**src/rtl/kgp_ctrl_pkg.sv**
```systemverilog
// rtl/kgp_ctrl_pkg.sv - shared opcodes, ALU codes, state and class enums for the KGP control unit
package kgp_ctrl_pkg;

   localparam logic [5:0] OP_RTYPE = 6'd0;
   localparam logic [5:0] OP_ADDI  = 6'd1;
   localparam logic [5:0] OP_COMPI = 6'd2;
   localparam logic [5:0] OP_LW    = 6'd3;
   localparam logic [5:0] OP_SW    = 6'd4;
   localparam logic [5:0] OP_B     = 6'd5;
   localparam logic [5:0] OP_BLTZ  = 6'd6;
   localparam logic [5:0] OP_BZ    = 6'd7;
   localparam logic [5:0] OP_BNZ   = 6'd8;
   localparam logic [5:0] OP_BCY   = 6'd9;
   localparam logic [5:0] OP_BNCY  = 6'd10;
   localparam logic [5:0] OP_HALT  = 6'd11;

   localparam logic [2:0] ALU_ADD  = 3'd0;
   localparam logic [2:0] ALU_COMP = 3'd1;
   localparam logic [2:0] ALU_SL   = 3'd2;
   localparam logic [2:0] ALU_SRL  = 3'd3;
   localparam logic [2:0] ALU_SRA  = 3'd4;
   localparam logic [2:0] ALU_DIFF = 3'd5;
   localparam logic [2:0] ALU_AND  = 3'd6;
   localparam logic [2:0] ALU_XOR  = 3'd7;

   typedef enum logic [2:0] {
      ST_FETCH  = 3'd0,
      ST_DECODE = 3'd1,
      ST_EXEC   = 3'd2,
      ST_MEM    = 3'd3,
      ST_WB     = 3'd4,
      ST_HALT   = 3'd5
   } state_t;

   typedef enum logic [2:0] {
      CLS_R    = 3'd0,
      CLS_I    = 3'd1,
      CLS_LW   = 3'd2,
      CLS_SW   = 3'd3,
      CLS_BR   = 3'd4,
      CLS_HALT = 3'd5,
      CLS_ILL  = 3'd6
   } class_t;

endpackage

```
**src/rtl/kgp_instr_decode.sv**
```systemverilog
// rtl/kgp_instr_decode.sv - combinational opcode/funct decode into class, ALU control and operand select
module kgp_instr_decode
   import kgp_ctrl_pkg::*;
#(
   parameter int OPW = 6,
   parameter int FNW = 5
)
(
   input  logic [OPW-1:0] i_op,
   input  logic [FNW-1:0] i_fn,
   output logic [2:0]     o_class,
   output logic [2:0]     o_alu_control,
   output logic           o_alu_src,
   output logic           o_illegal
);

   always_comb begin
      o_class       = CLS_ILL;
      o_alu_control = ALU_ADD;
      o_alu_src     = 1'b0;
      o_illegal     = 1'b0;
      case (i_op)
         OP_RTYPE: begin
            // funct[4:3] are reserved; any set bit makes the R-type word illegal
            o_alu_control = i_fn[2:0];
            o_illegal     = |i_fn[4:3];
            o_class       = o_illegal ? CLS_ILL : CLS_R;
         end
         OP_ADDI: begin
            o_class   = CLS_I;
            o_alu_src = 1'b1;
         end
         OP_COMPI: begin
            o_class       = CLS_I;
            o_alu_control = ALU_COMP;
            o_alu_src     = 1'b1;
         end
         OP_LW: begin
            o_class   = CLS_LW;
            o_alu_src = 1'b1;
         end
         OP_SW: begin
            o_class   = CLS_SW;
            o_alu_src = 1'b1;
         end
         OP_B, OP_BLTZ, OP_BZ, OP_BNZ, OP_BCY, OP_BNCY: o_class = CLS_BR;
         OP_HALT: o_class = CLS_HALT;
         default: o_illegal = 1'b1;
      endcase
   end

endmodule

```
**src/rtl/kgp_control_fsm.sv**
```systemverilog
// rtl/kgp_control_fsm.sv - multi-cycle fetch/decode/exec/mem/wb control unit for the KGP miniRISC datapath
module kgp_control_fsm
   import kgp_ctrl_pkg::*;
#(
   parameter int OPW = 6,
   parameter int FNW = 5
)
(
   input  logic        i_clk,
   input  logic        i_rst,
   input  logic [31:0] i_instr,
   input  logic        i_instr_valid,
   input  logic        i_mem_ready,
   input  logic        i_zero_flag,
   input  logic        i_msb_flag,
   input  logic        i_carry_flag,
   output logic        o_imem_req,
   output logic        o_ir_write,
   output logic [2:0]  o_alu_control,
   output logic        o_alu_src,
   output logic        o_reg_write,
   output logic        o_mem_read,
   output logic        o_mem_write,
   output logic        o_mem_to_reg,
   output logic        o_pc_write,
   output logic        o_pc_src,
   output logic        o_halted,
   output logic        o_illegal_instr,
   output logic [2:0]  o_state_dbg
);

   state_t         r_state;
   logic [OPW-1:0] r_ir_op;
   logic [FNW-1:0] r_ir_fn;
   logic           r_carry_reg;
   logic           r_halted;
   logic           r_illegal;

   logic [2:0]     w_class;
   logic [2:0]     w_alu_control;
   logic           w_alu_src;
   logic           w_illegal;
   logic           w_taken;
   logic           w_carry_upd;
   logic           w_unused;

   assign w_unused = ^i_instr[31-OPW:FNW];

   kgp_instr_decode #(.OPW(OPW), .FNW(FNW)) u_decode (
      .i_op          (r_ir_op),
      .i_fn          (r_ir_fn),
      .o_class       (w_class),
      .o_alu_control (w_alu_control),
      .o_alu_src     (w_alu_src),
      .o_illegal     (w_illegal)
   );

   always_comb begin
      w_taken = 1'b0;
      case (r_ir_op)
         OP_B:    w_taken = 1'b1;
         OP_BLTZ: w_taken = i_msb_flag;
         OP_BZ:   w_taken = i_zero_flag;
         OP_BNZ:  w_taken = !i_zero_flag;
         OP_BCY:  w_taken = r_carry_reg;
         OP_BNCY: w_taken = !r_carry_reg;
         default: w_taken = 1'b0;
      endcase
   end

   // Only the adding instructions (R-type add, addi) define a carry for bcy/bncy
   assign w_carry_upd = ((w_class == CLS_R) && (r_ir_fn == '0)) || (r_ir_op == OP_ADDI);

   always_ff @(posedge i_clk) begin
      if (i_rst) begin
         r_state     <= ST_FETCH;
         r_ir_op     <= '0;
         r_ir_fn     <= '0;
         r_carry_reg <= 1'b0;
         r_halted    <= 1'b0;
         r_illegal   <= 1'b0;
      end else begin
         case (r_state)
            ST_FETCH: if (i_instr_valid) begin
               r_ir_op <= i_instr[31 -: OPW];
               r_ir_fn <= i_instr[FNW-1:0];
               r_state <= ST_DECODE;
            end
            ST_DECODE: begin
               if (w_class == CLS_HALT) begin
                  r_halted <= 1'b1;
                  r_state  <= ST_HALT;
               end else if (w_illegal) begin
                  r_illegal <= 1'b1;
                  r_halted  <= 1'b1;
                  r_state   <= ST_HALT;
               end else begin
                  r_state <= ST_EXEC;
               end
            end
            ST_EXEC: begin
               if (w_carry_upd) r_carry_reg <= i_carry_flag;
               case (w_class)
                  CLS_LW, CLS_SW: r_state <= ST_MEM;
                  CLS_BR:         r_state <= ST_FETCH;
                  default:        r_state <= ST_WB;
               endcase
            end
            ST_MEM: if (i_mem_ready) r_state <= (r_ir_op == OP_LW) ? ST_WB : ST_FETCH;
            ST_WB:   r_state <= ST_FETCH;
            ST_HALT: r_state <= ST_HALT;
            default: r_state <= ST_FETCH;
         endcase
      end
   end

   always_comb begin
      o_imem_req    = 1'b0;
      o_ir_write    = 1'b0;
      o_alu_control = ALU_ADD;
      o_alu_src     = 1'b0;
      o_reg_write   = 1'b0;
      o_mem_read    = 1'b0;
      o_mem_write   = 1'b0;
      o_mem_to_reg  = 1'b0;
      o_pc_write    = 1'b0;
      o_pc_src      = 1'b0;
      case (r_state)
         ST_FETCH: begin
            o_imem_req = 1'b1;
            o_ir_write = i_instr_valid;
            o_pc_write = i_instr_valid;
         end
         ST_EXEC: begin
            o_alu_control = w_alu_control;
            o_alu_src     = w_alu_src;
            o_pc_write    = (w_class == CLS_BR) && w_taken;
            o_pc_src      = (w_class == CLS_BR) && w_taken;
         end
         ST_MEM: begin
            o_mem_read  = (r_ir_op == OP_LW);
            o_mem_write = (r_ir_op == OP_SW);
         end
         ST_WB: begin
            o_reg_write  = 1'b1;
            o_mem_to_reg = (r_ir_op == OP_LW);
         end
         default: ;
      endcase
      // Reset abandons any in-flight handshake immediately, not at the next edge
      if (i_rst) begin
         o_imem_req   = 1'b0;
         o_ir_write   = 1'b0;
         o_reg_write  = 1'b0;
         o_mem_read   = 1'b0;
         o_mem_write  = 1'b0;
         o_mem_to_reg = 1'b0;
         o_pc_write   = 1'b0;
         o_pc_src     = 1'b0;
      end
   end

   assign o_halted        = r_halted;
   assign o_illegal_instr = r_illegal;
   assign o_state_dbg     = r_state;

endmodule

```
**config.mk**
```make
export PLATFORM = sky130hd
export DESIGN_NAME = kgp_control_fsm
export DESIGN_NICKNAME = d
export VERILOG_FILES = /design/src/rtl/kgp_ctrl_pkg.sv /design/src/rtl/kgp_instr_decode.sv /design/src/rtl/kgp_control_fsm.sv
export SDC_FILE = /design/constraint.sdc
export NUM_CORES = 1
export LEC_CHECK = 0
export CORE_UTILIZATION = 43
export DETAILED_ROUTE_END_ITERATION = 8
export GPL_TIMING_DRIVEN = 0
export PLACE_DENSITY = 0.85
export SKIP_LAST_GASP = 1
export SLEW_MARGIN = 30
export SYNTH_ARGS = -nofsm -noshare
export SYNTH_HDL_FRONTEND = slang
export SYNTH_HIERARCHICAL = 1
export SYNTH_SLANG_ARGS = --single-unit
```
**constraint.sdc**
```tcl
create_clock -name i_clk -period 6.72 [get_ports i_clk]
set_input_delay 0.672 -clock i_clk [delete_from_list [all_inputs] [get_ports i_clk]]
set_output_delay 0.672 -clock i_clk [all_outputs]
set_load 0.005 [all_outputs]
```
==> flow_summary_export.csv <==
group,metric,value,unit
setup_path,cp_cell_sequence,"buf_2 -> a211oi_1 -> o311ai_1 -> or3b_2 -> or3_1 -> a221oi_2 -> or2_1 -> clkdlybuf4s50_1",
sta,rsz0062_at_grt,"false",
grt,antenna_found_initial,0,
grt,grt_pass1_wl,5020,microns
power_and_ir_drop,vdd_ir_drop_max,0.000173,V
setup_path,slowest_delay,0.51,ns
setup_path,cp.arrival,3.22,ns
clock_network,clock_latency,0.30,ns
clock_network,cts_resized,0,
synth,synth-edff-count,0,
floorplan,io_pins,56,
synth,synthesis.area,1110,sq um
synth,synth_area_leader_cell,"dfxtp_1",
synth,synth.most_common_cell,"nand2_1",
clock_network,path_clk_slew,0.10,ns
grt,grt_use_total,0.249,
power_and_ir_drop,power.density,313,nW/um^2
synth,synth_ff_type,"dfxtp_1",
clock_network,clk_path_buf_depth,2,
setup_path,end_kind,"output pin",
sta,fmax,257,MHz
setup_path,critPathBufInv,2,
floorplan,die_w,52.8,microns
route,num_vias,1287,
synth,async_flop_share,0,
synth,ys_warn_count,6,
grt,grt_remaining_overflow,0,
grt,grt_start_max_net_pins,16,
route,drc,0,
synth,synth_cells,150,
clock_network,cts_buffers,3,
floorplan,start_util,0.452,
sta,fin_crit_sh,0.580,
status,status,"finished clean",
finish,diodes,0,
synth,synth_common_cells,"nand2_1 (26), dfxtp_1 (17), a21oi_1 (15)",
setup_path,path_max_fanout,9,
route,first_pass_iters,5,
synth,syn_area_per_cell,7.39,sq um
finish,final_area,1510,sq um
setup_path,cp-start-kind,"register",
job,max_cap_viol_count,0,
finish,seq_area,340,sq um
floorplan,design.die.area,2790,sq um
sta,tightestPinTransition,0.509,ns
route,wl_per_cell,13.9,microns
finish,regMostFlops,"r_ir_op",
finish,largest_reg_flops,6,
clock_network,clockRootBuffer,"clkbuf_4",
sta,period_minus_slack,3.89,ns
sta,fin_setup_tns,0,ns
placement,placed_area,1490,sq um
placement,portBuffers,34,
synth,synth_top_area_frac,0.307,
finish,final_cells,218,
placement,place.gp.congestion,0.842,
synth,synthDistinctLibCells,46,
synth,synthTopCellsByArea,"dfxtp_1 (31%), nand2_1 (8.8%), a21oi_1 (6.8%)",
finish,drive_above_1_share,0.0638,
finish,area_delta_synth_final,36.5,%
clock_network,ctsHoldBuffers,0,
sta,hold_violations,0,
power_and_ir_drop,leakage,0.000568,uW
route,antenna_left,0,
synth,ys_ff_latch,17,
hold_path,hp-class,"register to register",
placement,dpl.hpwl,2220,microns
floorplan,rows,18,
synth,ys_seq_area_frac,0.307,
setup_path,required,6.05,ns
clock_network,cts_max_level,1,
setup_path,crit_type,"register to output pin",
setup_path,cp_top_family,"simple AND/OR/NAND/NOR gates",
grt,grt_pass1_vias,1086,
floorplan,die_h,52.8,microns
sta,final_max_slew_viol_count,0,
finish,filler_cell_count,231,
sta,skew,0.00955,ns
route,via_per_inst,5.90,
route,drtIter0Drc,49,
setup_path,critPathSlowestCell,"or3b_2",
floorplan,core,2450,sq um
clock_network,postCtsSetupBuffers,0,
route,finalWirelength,3040,microns
sta,setup_viol,0,
placement,placedCellCount,214,
sta,slew_headroom,0.660,
synth,syn_nets,189,
clock_network,cts.sinks,17,
finish,multi_input_area,702,sq um
finish,nets,228,
clock_network,cts_tree,"built",
## logic make-up after synthesis
logic type | after synthesis | share of synthesized area
and+or+nand+nor | 79 | 0.393
AOI/OAI and AO/OA | 40 | 0.240
DFF | 17 | 0.307
buffers and inverters | 14 | 0.0598
## layout make-up
cell class / count / share of cell area
multi-input cells: 119 / 0.464
flip-flops and latches: 17 / 0.225
repair buffers: 34 / 0.225
plain buffers: 7 / 0.0265
well taps: 30 / 0.0248
clock buffers: 4 / 0.0174
inverters: 7 / 0.0174
## layout by cell type, fill, tap and decap left out, types with 2 or more instances in the layout
cell type,instances
nor2_1,10
nand3_1,4
nor3_2,2
and3_1,8
or3b_2,2
o21ai_1,4
nor3_1,2
nor2b_1,5
nor4_1,5
a21oi_1,15
a211oi_1,2
or3_1,2
clkbuf_4,3
dfxtp_1,17
o211ai_1,2
inv_1,7
o21ai_0,2
clkbuf_1,5
nand2_1,26
clkdlybuf4s50_1,34
nand2b_1,4
## metrics by stage
step	util	setup WS [ns]	hold WS [ns]	total power (uW)
finish	0.616	2.83	0.454	474
global route	0.616	2.70	0.490	515
CTS	0.616	2.83	0.460	469
detailed placement	0.606	3.22	0.445	412
global placement	0.606	3.32	0.435	401
floorplan	-	3.92	0.442	325
## metal layers
layer / part of all wire / routed length [microns] / global-route usage
met3: 0.065 / 198 / 0.0377
met4: 0.022 / 67 / 0.114
met1: 0.43 / 1290 / 0.317
met5: 0 / 0 / 0
met2: 0.49 / 1480 / 0.405
## final timing paths
check / startpoint / slack, ns / depth (start not counted) / end
hold reg to reg: o_halted / 0.45 / 2 / o_halted
setup reg to reg: r_ir_op[1] / 4.53 / 7 / o_state_dbg[0]
hold / removal: o_halted / 0.45 / 2 / o_halted
setup / recovery: r_ir_op[2] / 2.83 / 8 / o_pc_write
## worst reg2reg max path: stages (launching register included)
cell and delay [ns]:
dfxtp_1 0.65, nor4b_2 0.29, a21oi_1 0.06, a211oi_1 0.34
and3b_1 0.28, o31a_1 0.18, nor2_1 0.05, o32ai_1 0.26
## report_power, final
part	switching [uW]	internal, uW
sequential	40.4	124
combinational	130	124
clock	33.1	23.1
total	204	270
(Power assumes the default switching activity.)
